[config.mk]
export PLATFORM = sky130hd
export DESIGN_NAME = rom_arbiter
export DESIGN_NICKNAME = d
export VERILOG_FILES = /design/src/rtl/rom_arbiter.sv
export SDC_FILE = /design/constraint.sdc
export NUM_CORES = 1
export LEC_CHECK = 0
export ABC_AREA = 1
export ABC_CLOCK_PERIOD_IN_PS = 1900
export BUFFER_PORTS_ARGS = -buffer_cell sky130_fd_sc_hd__buf_2
export CAP_MARGIN = 40
export CORE_ASPECT_RATIO = 0.75
export CORE_UTILIZATION = 48
export DETAILED_ROUTE_END_ITERATION = 10
export PLACE_DENSITY = 0.8
export SYNTH_ARGS = -nofsm -noshare
export SYNTH_HDL_FRONTEND = slang
export SYNTH_SLANG_ARGS = --single-unit
[constraint.sdc]
create_clock -name clk -period 1.9 [get_ports clk]
set_clock_uncertainty 0.2 [all_clocks]
set_input_delay 0.38 -clock clk [delete_from_list [all_inputs] [get_ports clk]]
set_output_delay 0.38 -clock clk [all_outputs]
set_load 0.01 [all_outputs]
[src/rtl/rom_arbiter.sv]
// Two-requester round-robin arbiter in front of a 16x8 synchronous-enable ROM.
// One requester owns the ROM per transfer: IDLE -> ACCESS (WAIT_CYCLES) -> DONE (gnt pulse).
module rom_arbiter #(
  parameter int WAIT_CYCLES = 1
) (
  input  logic       clk,
  input  logic       rst,
  input  logic       req0,
  input  logic [3:0] addr0,
  input  logic       req1,
  input  logic [3:0] addr1,
  output logic       gnt0,
  output logic       gnt1,
  output logic [7:0] rdata,
  output logic       busy,
  output logic [3:0] rom_addr,
  output logic       rom_en,
  output logic       rom_ce,
  input  logic [7:0] rom_data
);

  typedef enum logic [1:0] {
    IDLE   = 2'd0,
    ACCESS = 2'd1,
    DONE   = 2'd2
  } state_t;

  localparam logic [3:0] LOAD_VAL = 4'(WAIT_CYCLES - 1);

  state_t     r_state;
  state_t     w_state_next;
  logic       r_ptr;
  logic       w_ptr_next;
  logic       r_owner;
  logic       w_owner_next;
  logic [3:0] r_cnt;
  logic [3:0] w_cnt_next;
  logic [3:0] r_rom_addr;
  logic [3:0] w_rom_addr_next;
  logic [7:0] r_rdata;
  logic [7:0] w_rdata_next;
  logic       r_gnt0;
  logic       r_gnt1;
  logic       r_busy;
  logic       r_rom_en;
  logic       r_rom_ce;
  logic       w_pick;

  // A lone requester always wins; on contention the one that was not last served wins.
  function automatic logic pick_owner(input logic a_req0, input logic a_req1,
                                      input logic a_last);
    logic v_win;
    if (a_req0 && a_req1) begin
      v_win = ~a_last;
    end else if (a_req1) begin
      v_win = 1'b1;
    end else begin
      v_win = 1'b0;
    end
    return v_win;
  endfunction

  assign w_pick = pick_owner(req0, req1, r_ptr);

  // Next-state, datapath and pointer update for the transfer sequence
  always_comb begin
    w_state_next    = r_state;
    w_ptr_next      = r_ptr;
    w_owner_next    = r_owner;
    w_cnt_next      = r_cnt;
    w_rom_addr_next = r_rom_addr;
    w_rdata_next    = r_rdata;
    case (r_state)
      IDLE: begin
        if (req0 || req1) begin
          w_owner_next    = w_pick;
          w_rom_addr_next = w_pick ? addr1 : addr0;
          w_cnt_next      = LOAD_VAL;
          w_state_next    = ACCESS;
        end else begin
          w_state_next = IDLE;
        end
      end
      ACCESS: begin
        if (r_cnt == 4'd0) begin
          w_rdata_next = rom_data;
          w_state_next = DONE;
        end else begin
          w_cnt_next   = r_cnt - 4'd1;
          w_state_next = ACCESS;
        end
      end
      DONE: begin
        w_ptr_next   = r_owner;
        w_state_next = IDLE;
      end
      default: begin
        w_state_next = IDLE;
      end
    endcase
  end

  // State, datapath and registered outputs; outputs are decoded from the next state
  always_ff @(posedge clk or posedge rst) begin
    if (rst) begin
      r_state    <= IDLE;
      r_ptr      <= 1'b1;
      r_owner    <= 1'b0;
      r_cnt      <= 4'd0;
      r_rom_addr <= 4'h0;
      r_rdata    <= 8'h00;
      r_gnt0     <= 1'b0;
      r_gnt1     <= 1'b0;
      r_busy     <= 1'b0;
      r_rom_en   <= 1'b0;
      r_rom_ce   <= 1'b0;
    end else begin
      r_state    <= w_state_next;
      r_ptr      <= w_ptr_next;
      r_owner    <= w_owner_next;
      r_cnt      <= w_cnt_next;
      r_rom_addr <= w_rom_addr_next;
      r_rdata    <= w_rdata_next;
      r_gnt0     <= (w_state_next == DONE) && (w_owner_next == 1'b0);
      r_gnt1     <= (w_state_next == DONE) && (w_owner_next == 1'b1);
      r_busy     <= (w_state_next != IDLE);
      r_rom_en   <= (w_state_next == ACCESS);
      r_rom_ce   <= (w_state_next == ACCESS);
    end
  end

  assign gnt0     = r_gnt0;
  assign gnt1     = r_gnt1;
  assign rdata    = r_rdata;
  assign busy     = r_busy;
  assign rom_addr = r_rom_addr;
  assign rom_en   = r_rom_en;
  assign rom_ce   = r_rom_ce;

endmodule

# Word level (Yosys, flattened, before mapping)

Cells that the tools add are included.

Register bits: 24
Input bits: 20
Word-level logic and storage cells: 41

Add/subtract/negate cells: 1
Eq/ne operators: 6
Bitwise gates (word level): 2
Muxes and demuxes: 11
Reduce and logical (&&, ||, !) cells: 11

Operator list:

| kind                  | number |
|---|---|
| $mux W4               | 3 |
| $pmux W4 S2           | 1 |
| $mux W1               | 5 |
| $eq A2 B1 Y1 const B  | 2 |
| $eq A2 B2 Y1 const B  | 2 |
| $logic_not A4 Y1      | 1 |
| $ne A2 B2 Y1 const B  | 2 |
| $pmux W2 S2           | 1 |
| $reduce_and A2 Y1     | 2 |
| $reduce_bool A2 Y1    | 2 |
| $sub A4 B1 Y4 const B | 1 |
| $logic_and A1 B1 Y1   | 3 |
| $reduce_and A3 Y1     | 1 |
| $logic_not A2 Y1      | 1 |
| $mux W2               | 1 |
| $not A1 Y1            | 2 |
| $logic_or A1 B1 Y1    | 1 |

# Depth between registers and ports, before layout

Word-level depth: 6
Depth in mapped cells: 7

# Worst setup path before layout

No wires, ideal clock.

Path kind: flip-flop to flip-flop
From: reg r_cnt[0]
To: reg r_cnt[1]
Slack: 488 ps
Path buffers: 0
Arrival: 1092 ps
Period minus slack after synthesis: 1412 ps
Stages on the path, launching flop included: 8
Required time: 1579 ps
Cell sequence: dfrtp_1 -> inv_1 -> ha_1 -> nand3_4 -> nand2_2 -> nand2_4 -> nand2_1 -> o21ai_1

Word-level cells in the longest chain between the ends: 3
Elaborated cells between the ends (all ways): 6

Ends and longest elaborated chain:

| element                                           | RTL line | RTL |
|---|---|---|
| from (decl)                                       | 36       | `logic [3:0] r_cnt;` |
| from (signal assigned)                            | 121      | `r_cnt <= w_cnt_next;` |
| $sub A4 B1 Y4 or $logic_not A4 Y1 (tied branches) | 89, 85   |  |
| $mux W4 or $ne A2 B2 Y1 (tied branches)           | n/a      |  |
| $pmux W4 S2 or $reduce_and A3 Y1 (tied branches)  | n/a      |  |

Several ways; a longest one is shown, not always the timed one. The select of a mux whose other input is x is not followed.
A chain may end at the register's enable or synchronous reset.

# Worst setup path after layout

Ends and elaborated chain as after synthesis.

==> results.cfg <==
[sta]
max-slew-margin-rel = 0.805
fmax_mhz = 636
fin_crit_ns = 1.57
rsz0062_at_grt = no
hold_viol_final = 0
finalSetupViolCount = 0
finalWorstSetupSlack_ns = 0.328
fin_tns_setup_ns = 0
period_share = 0.827
tightest_slew_ns = 0.292
maxSlewViolCount = 0

[clocking]
post_cts_resize_count = 0
clk_pin_slew_ns = 0.13
htree_levels = 1
root_buffer = clkbuf_4
clock_latency_ns = 0.32
post_cts_buffers = 0
numClockSinks = 24
cts_buffers = 3
cts_buffer_depth = 2
holdBufCountCts = 1
cts_tree = yes

[worst_setup_path]
rrSetupSlack_ns = 0.33
critPathMaxFanout = 10
slowest_stage = dfrtp_1
worst_setup_path_start_kind = flop
cpPeakStageDelay_ns = 0.42
crit_required_ns = 1.92
path_cells = inv_1 -> ha_1 -> nand3_4 -> nand2_2 -> nand2_4 -> nand2_1 -> o21ai_1
crit_type = reg2reg
reg2regPathDepth = 7
arrival_ns = 1.59
end_kind = flop

[route]
dr_total_vias = 874
drc = 0
wl_per_cell_um = 11.9
drt_iter0_markers = 6
drt_pre_antenna_iters = 4
ant_nets = 0
vias_per_cell = 4.86
finalWirelength_um = 2140

[pwr]
power_density_nw_per_um2 = 1740
p_leak_uw = 0.000713
peakVddDrop_uv = 989

[place]
io_buffers = 36
dp_slack_ns = 0.347
dpl.hpwl_um = 1670
place_congestion = 0.802

[floorplan]
io_pins = 37
initial_core_util = 0.521
die-area_um2 = 2420
die-width_um = 56.5
rows = 14
core-area_um2 = 2050
die_y_um = 42.9

[logic_synthesis]
synth-compound-area-share = 0.109
syn-mean-instance-area_um2 = 9.13
synth_fa_ha_area_frac = 0.0117
synth-main-ff-cell = dfrtp_1
synth_top_family_by_area = simple AND/OR/NAND/NOR gates
synth.most_common_cell = nand2_1
synthDominantCellAreaShare = 0.539
synth-edff-count = 0
ys_top_cells_by_count = 34 x nand2_1, 23 x dfrtp_1, 13 x o21ai_0
synth_top_area_cell = dfrtp_1
synth_nets = 138
synth_area_um2 = 1070
synth-seq-cells = 24
synthTopCellsByArea = dfrtp_1 54%, nand2_1 12%, o21ai_0 6.1%, inv_1 3.9%, nor2_1 3.2%
yosys_warnings = 0
synthSimpleGateAreaFrac = 0.224
synth-xor-area-share = 0.00820
yosysSeqAreaShare = 0.563
syn_inst = 117
ys_types = 21
async_reset_ff_frac = 1.00
synth_mux_area_frac = 0

[finish]
areaGrowthSynthToFinish_pct = 20.6
fillers = 177
nNetsFinal = 178
diodes = 0
drive_above_1_share = 0.321

[global_routing]
first_global_vias = 871
grt_use_total = 0.204
grt_pass1_wl_um = 3700
antenna_found_initial = 0
gr-total-overflow = 0
grt_max_degree = 25

[status]
outcome = complete, no violations

[job]
drv_cap = 0

[min_path]
hold_class = in2reg
hold_depth = 3
[cell families (layout without fill, tap and decap cells)]
logic type      count (synthesis)  after routing
compound gates                 22             22
fa+ha+maj                       1              1
simple gates                   52             52
flops                          24             24
buf+inv                        17             56
xor+xnor                        1              1
[power by group]
group	internal, µW	total [µW]	switching (µW)
Sequential	764	899	134
Combinational	410	1120	712
Clock	82.1	224	142
[final cells by class]
type | count | area (µm²) | share of cell area
Multi-Input combinational cell | 76 | 377 | 0.292
Clock buffer | 4 | 26.3 | 0.0204
Inverter | 13 | 48.8 | 0.0379
Sequential cell | 24 | 602 | 0.467
Timing Repair Buffer | 39 | 205 | 0.159
Tap cell | 24 | 30.0 | 0.0233
[worst paths after layout]
path	start	end
worst min-delay path	rom_data[4]	rdata[4]
min in group asynchronous	rst	r_cnt[0]
worst min register to register	rdata[0]	rdata[0]
worst max-delay path	r_cnt[0]	r_cnt[1]
max in group asynchronous	rst	r_ptr
worst max register to register	r_cnt[0]	r_cnt[1]
[cell usage in the layout, fill, tap and decap left out]
| cell type | synthesis | final |
|---|---|---|
| a21oi_1 | 1 | 1 |
| a31oi_1 | 1 | 1 |
| buf_2 | 0 | 36 |
| buf_4 | 1 | 2 |
| clkbuf_1 | 0 | 1 |
| clkbuf_4 | 0 | 3 |
| dfrtp_1 | 23 | 23 |
| dfstp_2 | 1 | 1 |
| dlygate4sd3_1 | 0 | 1 |
| ha_1 | 1 | 1 |
| inv_1 | 11 | 11 |
| inv_2 | 2 | 2 |
| nand2_1 | 34 | 34 |
| nand2_2 | 1 | 1 |
| nand2_4 | 1 | 1 |
| nand3_1 | 4 | 4 |
| nand3_4 | 1 | 1 |
| nor2_1 | 9 | 9 |
| nor2_4 | 2 | 2 |
| o21ai_0 | 13 | 13 |
| o21ai_1 | 5 | 5 |
| o21ai_2 | 1 | 1 |
| o22ai_1 | 1 | 1 |
| xnor2_1 | 1 | 1 |
[registers in the layout, indices dropped and copies added (netlist names), 2 cells and up]
signal / count
r_state: 2
rdata: 8
r_cnt: 4
rom_addr: 4
[per-layer routing]
metal,up-vias,share of wire,routed length (µm),track usage
li1,448,-,-,-
met1,406,0.44,942,0.243
met2,15,0.52,1110,0.353
met3,5,0.028,60,0.0579
met4,0,0.011,24,0.0732
met5,-,0,0,0
[per-stage QoR]
step | area (µm²) | std cells | util | power [µW] | hold WS (ns)
after detailed placement | 1250 | 175 | 0.611 | 2030 | 0.233
final | 1290 | 180 | 0.629 | 2240 | 0.0545
after floorplan | 1070 | 117 | - | 1740 | 0.194
after global placement | 1250 | 175 | 0.611 | 1970 | 0.232
after CTS | 1290 | 180 | 0.629 | 2260 | 0.0442
after global routing | 1290 | 180 | 0.629 | 2450 | 0.0418
[worst max-delay path: cells and delay by family (launching register included)]
| family | cells | cell delay, ns |
|---|---|---|
| AO/OA/AOI/OAI | 1 | 0.06 |
| adder cells (fa/ha/maj) | 1 | 0.24 |
| buffers and inverters | 1 | 0.10 |
| flip-flops | 1 | 0.42 |
| AND/OR/NAND/NOR | 4 | 0.46 |
Note: power is estimated with default switching activity, not from simulation.
